==> src/rtl/mtm_alu_ctrl.sv <==
// Sequencer between the deserializer, the shared ALU core and the serializer.
// Captures one command or error frame, runs the ALU under a timeout and streams the response bytes.
module mtm_alu_ctrl #(
    parameter int unsigned TIMEOUT_CYC   = 16,
    parameter logic [7:0]  TIMEOUT_FRAME = 8'hA5
) (
    input  logic        clk_i,
    input  logic        rst_i,
    input  logic        cmd_valid_i,
    input  logic [31:0] cmd_a_i,
    input  logic [31:0] cmd_b_i,
    input  logic [2:0]  cmd_op_i,
    input  logic        err_valid_i,
    input  logic [7:0]  err_frame_i,
    output logic        alu_start_o,
    output logic [31:0] alu_a_o,
    output logic [31:0] alu_b_o,
    output logic [2:0]  alu_op_o,
    input  logic        alu_done_i,
    input  logic [31:0] alu_result_i,
    input  logic [3:0]  alu_flags_i,
    output logic        tx_valid_o,
    output logic [7:0]  tx_data_o,
    output logic        tx_is_ctl_o,
    input  logic        tx_ready_i,
    output logic        busy_o,
    output logic [7:0]  drop_cnt_o
);

    typedef enum logic [2:0] {
        StIdle, StAluReq, StAluWait, StSendData, StSendCtl, StSendErr, StSendTo
    } state_e;

    state_e      state_q, state_d;
    logic [31:0] a_q, b_q, result_q;
    logic [2:0]  op_q, crc_q;
    logic [7:0]  err_q, drop_q, drop_d;
    logic [3:0]  flags_q;
    logic [1:0]  byte_idx_q, byte_idx_d;
    logic [15:0] wait_q, wait_d;
    logic        tx_valid_q, tx_valid_d;
    logic        cmd_load, err_load, res_load, tx_fire;
    logic [1:0]  drop_inc;
    logic [8:0]  drop_sum;

    // Galois LFSR for x^3+x+1, bits fed MSB first.
    function automatic logic [2:0] crc3(input logic [35:0] d);
        logic [2:0] c;
        logic       fb;
        c = 3'b000;
        for (int i = 35; i >= 0; i--) begin
            fb = c[2] ^ d[i];
            c  = {c[1], c[0] ^ fb, fb};
        end
        return c;
    endfunction

    assign tx_fire = tx_valid_q && tx_ready_i;

    always_comb begin
        state_d    = state_q;
        byte_idx_d = byte_idx_q;
        wait_d     = wait_q;
        cmd_load   = 1'b0;
        err_load   = 1'b0;
        res_load   = 1'b0;
        unique case (state_q)
            StIdle: begin
                if (err_valid_i) begin
                    err_load = 1'b1;
                    state_d  = StSendErr;
                end else if (cmd_valid_i) begin
                    cmd_load = 1'b1;
                    state_d  = StAluReq;
                end
            end
            StAluReq: begin
                wait_d  = '0;
                state_d = StAluWait;
            end
            StAluWait: begin
                if (alu_done_i) begin
                    res_load   = 1'b1;
                    byte_idx_d = 2'd0;
                    state_d    = StSendData;
                end else if (wait_q == 16'(TIMEOUT_CYC - 1)) begin
                    state_d = StSendTo;
                end else begin
                    wait_d = wait_q + 16'd1;
                end
            end
            StSendData: begin
                if (tx_fire) begin
                    if (byte_idx_q == 2'd3) state_d = StSendCtl;
                    else byte_idx_d = byte_idx_q + 2'd1;
                end
            end
            StSendCtl, StSendErr, StSendTo: begin
                if (tx_fire) state_d = StIdle;
            end
            default: state_d = StIdle;
        endcase
        tx_valid_d = (state_d == StSendData) || (state_d == StSendCtl) ||
                     (state_d == StSendErr)  || (state_d == StSendTo);
    end

    // Both pulses count while busy; in IDLE only a cmd losing to err is a drop.
    always_comb begin
        drop_inc = 2'd0;
        if (state_q != StIdle) drop_inc = {1'b0, cmd_valid_i} + {1'b0, err_valid_i};
        else if (cmd_valid_i && err_valid_i) drop_inc = 2'd1;
        drop_sum = {1'b0, drop_q} + {7'b0, drop_inc};
        drop_d   = drop_sum[8] ? 8'hFF : drop_sum[7:0];
    end

    always_ff @(posedge clk_i or posedge rst_i) begin
        if (rst_i) begin
            state_q    <= StIdle;
            a_q        <= '0;
            b_q        <= '0;
            op_q       <= '0;
            err_q      <= '0;
            result_q   <= '0;
            flags_q    <= '0;
            crc_q      <= '0;
            byte_idx_q <= '0;
            wait_q     <= '0;
            tx_valid_q <= 1'b0;
            drop_q     <= '0;
        end else begin
            state_q    <= state_d;
            byte_idx_q <= byte_idx_d;
            wait_q     <= wait_d;
            tx_valid_q <= tx_valid_d;
            drop_q     <= drop_d;
            if (cmd_load) begin
                a_q  <= cmd_a_i;
                b_q  <= cmd_b_i;
                op_q <= cmd_op_i;
            end
            if (err_load) err_q <= err_frame_i;
            if (res_load) begin
                result_q <= alu_result_i;
                flags_q  <= alu_flags_i;
                crc_q    <= crc3({alu_result_i, alu_flags_i});
            end
        end
    end

    always_comb begin
        tx_data_o   = 8'h00;
        tx_is_ctl_o = 1'b0;
        case (state_q)
            StSendData: begin
                unique case (byte_idx_q)
                    2'd0: tx_data_o = result_q[31:24];
                    2'd1: tx_data_o = result_q[23:16];
                    2'd2: tx_data_o = result_q[15:8];
                    2'd3: tx_data_o = result_q[7:0];
                endcase
            end
            StSendCtl: begin
                tx_data_o   = {1'b0, flags_q, crc_q};
                tx_is_ctl_o = 1'b1;
            end
            StSendErr: begin
                tx_data_o   = err_q;
                tx_is_ctl_o = 1'b1;
            end
            StSendTo: begin
                tx_data_o   = TIMEOUT_FRAME;
                tx_is_ctl_o = 1'b1;
            end
            default: ;
        endcase
    end

    assign alu_start_o = (state_q == StAluReq);
    assign alu_a_o     = a_q;
    assign alu_b_o     = b_q;
    assign alu_op_o    = op_q;
    assign tx_valid_o  = tx_valid_q;
    assign busy_o      = (state_q != StIdle);
    assign drop_cnt_o  = drop_q;

endmodule
==> config.mk <==
export PLATFORM = sky130hd
export DESIGN_NAME = mtm_alu_ctrl
export DESIGN_NICKNAME = d
export VERILOG_FILES = /design/src/rtl/mtm_alu_ctrl.sv
export SDC_FILE = /design/constraint.sdc
export NUM_CORES = 1
export LEC_CHECK = 0
export ABC_AREA = 1
export BUFFER_PORTS_ARGS = -buffer_cell sky130_fd_sc_hd__buf_4
export CAP_MARGIN = 40
export CORE_UTILIZATION = 47
export CTS_BUF_LIST = sky130_fd_sc_hd__clkbuf_8
export DETAILED_ROUTE_END_ITERATION = 10
export PLACE_DENSITY_LB_ADDON = 0.08
export SETUP_SLACK_MARGIN = 0.5
export SYNTH_ARGS = -nofsm -noshare
export SYNTH_HDL_FRONTEND = slang
export SYNTH_SLANG_ARGS = --single-unit
==> constraint.sdc <==
create_clock -name clk_i -period 6.2 [get_ports clk_i]
set_input_delay 0.62 -clock clk_i [delete_from_list [all_inputs] [get_ports clk_i]]
set_output_delay 0.62 -clock clk_i [all_outputs]
set_load 0.005 [all_outputs]
==> summary.md <==
| Metric | Value |
|---|---|
| Clk Latency, worst-skew pair | 450 ps |
| Synth Area in XOR/XNOR | 0.01613 |
| TNS Setup | 0 ps |
| CTS tree | done |
| FMAX | 277.9 MHz |
| Switching power | 1.607 mW |
| Slowest stage delay, CP | 240 ps |
| Vias per cell | 4.923 |
| Relative slew slack | 0.4085 |
| Syn Area/Cell | 8.548 sq um |
| Drt wl/cell | 13.46 microns |
| Final WL | 17640 microns |
| Internal Dissipation | 2.933 mW |
| CTS Buf Count | 17 |
| Ys async rst share | 1.000 |
| Final core occ | 0.6363 |
| Die H | 128.5 microns |
| DRC viols | 0 |
| H-Tree Level Count | 4 |
| Req. time, crit path | 6540 ps |
| Post-DP HPWL | 13390 microns |
| Die area | 16510 sq um |
| Final GP Congestion | 0.8564 |
| Nets | 1214 |
| Most used DFF post-synth | dfrtp_1 |
| Worst VDD drop | 0.1797 mV |
| Final Hold Violating Endpoints | 0 |
| Most frequent CP cell | nand2_1 |
| Detail Route Antenna Nets | 0 |
| Starting Density | 0.4876 |
| Adder-cell share of the synthesized area | 0.01763 |
| Leak Pwr | 5.108 nW |
| Setup crit end kind | register |
| Synth Instances | 880 |
| Crit start category | primary input |
| Clk network pwr share | 0.212 |
| Top Ports | 204 |
| MaxCap Viol Count | 0 |
| Synth unique cells | 34 |
| PortBufs | 203 |
| Clock transition at the registers of the reported paths | 70 ps |
| Core footprint | 15430 sq um |
| Simple logic cell fraction of the synthesized area | 0.2538 |
| Post-layout min period | 3598 ps |
| Post-synth top area share | 0.4790 |
| Netlist Area Pre-Place | 7522 sq um |
| Hold_buf cts | 0 |
| Overall routing resource usage | 0.2234 |
| Final Setup Violations | 0 |
| Critical path peak fanout | 5 |
| Largest family of logic cells by synthesized area | simple AND/OR/NAND/NOR gates |
| Synthesized netlist net count | 1007 |
| Global-route wire length before repair | 28790 microns |
| Slowest cell on the critical path | xor2_1 |
| Hold/Removal Path Class | primary input to asynchronous set/reset pin |
| Most instantiated library cell after synthesis | nand2_1 |
| CTS resizes | 0 |
| Bufs on Longest Clock Path | 2 |
| Synth top cells by count | nand2_1 (252), dfrtp_1 (144), inv_1 (105) |
| Run status | completed |
| Dpl cells | 1279 |
| Crit path max-delay family | simple AND/OR/NAND/NOR gates |
| Leading area contributor after synthesis | dfrtp_1 |
| Root buf cell | clkbuf_8 |
| Post-synthesis compound-gate area fraction | 0.06620 |
| Mux cell area share after synthesis | 0.1003 |
| Initial DRC Count | 325 |
| Final max-slew violation count | 0 |
| Power Density | 462.5 nW/um^2 |
| Worst Max-Slew Pin Slew | 880.5 ps |
| Clk sinks | 144 |
| Total congestion overflow | 0 |
| Seq/Total Area, Yosys | 0.4790 |
| Fin crit share | 0.5804 |
| Clk_skew | 7.405 ps |
| Synth Warn # | 0 |
| Vias | 6449 |
| Largest net degree at the start of global routing | 70 |
| Vias in the first global route | 6092 |
| Synth area leaders | dfrtp_1 (48%), nand2_1 (13%), mux2_2 (10%) |
| Pre-antenna DRT Iters | 5 |
| Share of cells above drive strength 1 | 0.3294 |
| Final Non-Filler Cells | 1310 |
| Switching share of power | 0.3539 |
| # diodes | 0 |
| Register bit total from synthesis | 144 |
| Initial antenna violation count | 0 |
| Post-CTS setup buffer count | 0 |
| RSZ-0062 raised after global routing | false |
| Die width | 128.5 microns |
| Critical path class | primary input to register |
| Synthesis-to-layout area growth | 30.51% |
| Sequential Power Share | 0.349 |
| Data arrival, critical path | 3940 ps |
| Post-synth EDFFs | 0 |
| Logic gate share of total power | 0.439 |
| Worst Path Buf+Inv | 5 |
| Rows | 45 |
[registers in the layout (all words and copies together) (netlist names)]
| signal | cells |
|---|---|
| flags_q | 4 |
| alu_a_o | 32 |
| wait_q | 16 |
| crc_q | 3 |
| state_q | 3 |
| byte_idx_q | 2 |
| drop_cnt_o | 8 |
| result_q | 32 |
| alu_op_o | 3 |
| tx_valid_o | 1 |
| err_q | 8 |
| alu_b_o | 32 |
[cell usage in the layout (no fill, tap or decap), types with 13 or more instances in the layout]
cell type  synthesis  layout
a21oi_1           13      13
buf_4              1     208
clkbuf_8           0      19
dfrtp_1          144     144
inv_1            105     105
mux2_2            67      67
nand2_1          252     251
nand2_2           40      41
nand3_1           77      77
nor2_1            20      20
nor3_1            16      16
o21ai_0           55      55
[layer usage]
metal	up-vias	global-route usage	wire [microns]
met5	-	0	0
met1	2998	0.2660	7402
met3	19	0.03576	812
met4	0	0.08789	305
li1	3277	-	-
met2	155	0.4032	9117
[cells by family (layout without fill, tap and decap cells)]
kind of cell | after synthesis | in the layout
buffers and inverters | 131 | 350
adder cells (fa/ha/maj) | 10 | 10
XOR/XNOR | 13 | 13
multiplexers | 67 | 67
AND/OR/NAND/NOR | 428 | 428
flip-flops | 144 | 144
AO/OA/AOI/OAI | 87 | 87
[worst paths after layout]
| path | start | to | slack, ps | cells after the start |
|---|---|---|---|---|
| min reg2reg | result_q[7]$_DFFE_PP0P_ | result_q[7]$_DFFE_PP0P_ | 480 | 2 |
| max in group asynchronous | rst_i | alu_b_o[5]$_DFFE_PP0P_ | 4900 | 4 |
| max reg2reg | state_q[1]$_DFF_PP0_ | wait_q[14]$_DFFE_PP0P_ | 2750 | 15 |
| min | rst_i | alu_a_o[8]$_DFFE_PP0P_ | 260 | 2 |
| max | alu_result_i[29] | crc_q[1]$_DFFE_PP0P_ | 2600 | 38 |
| min in group clk_i | err_frame_i[0] | err_q[0]$_DFFE_PP0P_ | 370 | 3 |
[power groups by stage]
stage / clock (mW) / combinational, mW / sequential [mW]
2_1_floorplan: 0 / 1.22 / 1.58
3_3_place_gp: 0 / 1.98 / 1.58
3_5_place_dp: 0 / 2.01 / 1.60
4_1_cts: 0.981 / 2.02 / 1.59
5_1_grt: 1.02 / 2.25 / 1.63
6_report: 0.962 / 1.99 / 1.58
[metrics by stage]
step                      hold slack (ps)  area [sq um]  power [mW]  worst slack [ps]
after floorplan                     442.2          7522       2.795              1714
after global placement              460.4          9261       3.557              2200
after detailed placement            463.7          9294       3.609              2144
after global routing                299.4          9817       4.901              2108
final                               257.7          9817       4.540              2602
after CTS                           272.3          9817       4.585              2609
[area by class of cell]
type / instances / area [sq um]
clock buffers: 19 / 261.5
clock inverters: 12 / 261.5
fillers: 1407 / 5610
inverters: 109 / 414.1
multi-input cells: 605 / 3418
flip-flops and latches: 144 / 3603
well taps: 211 / 264.0
repair buffers: 210 / 1594
No activity file was read; power rests on OpenSTA's default activity.
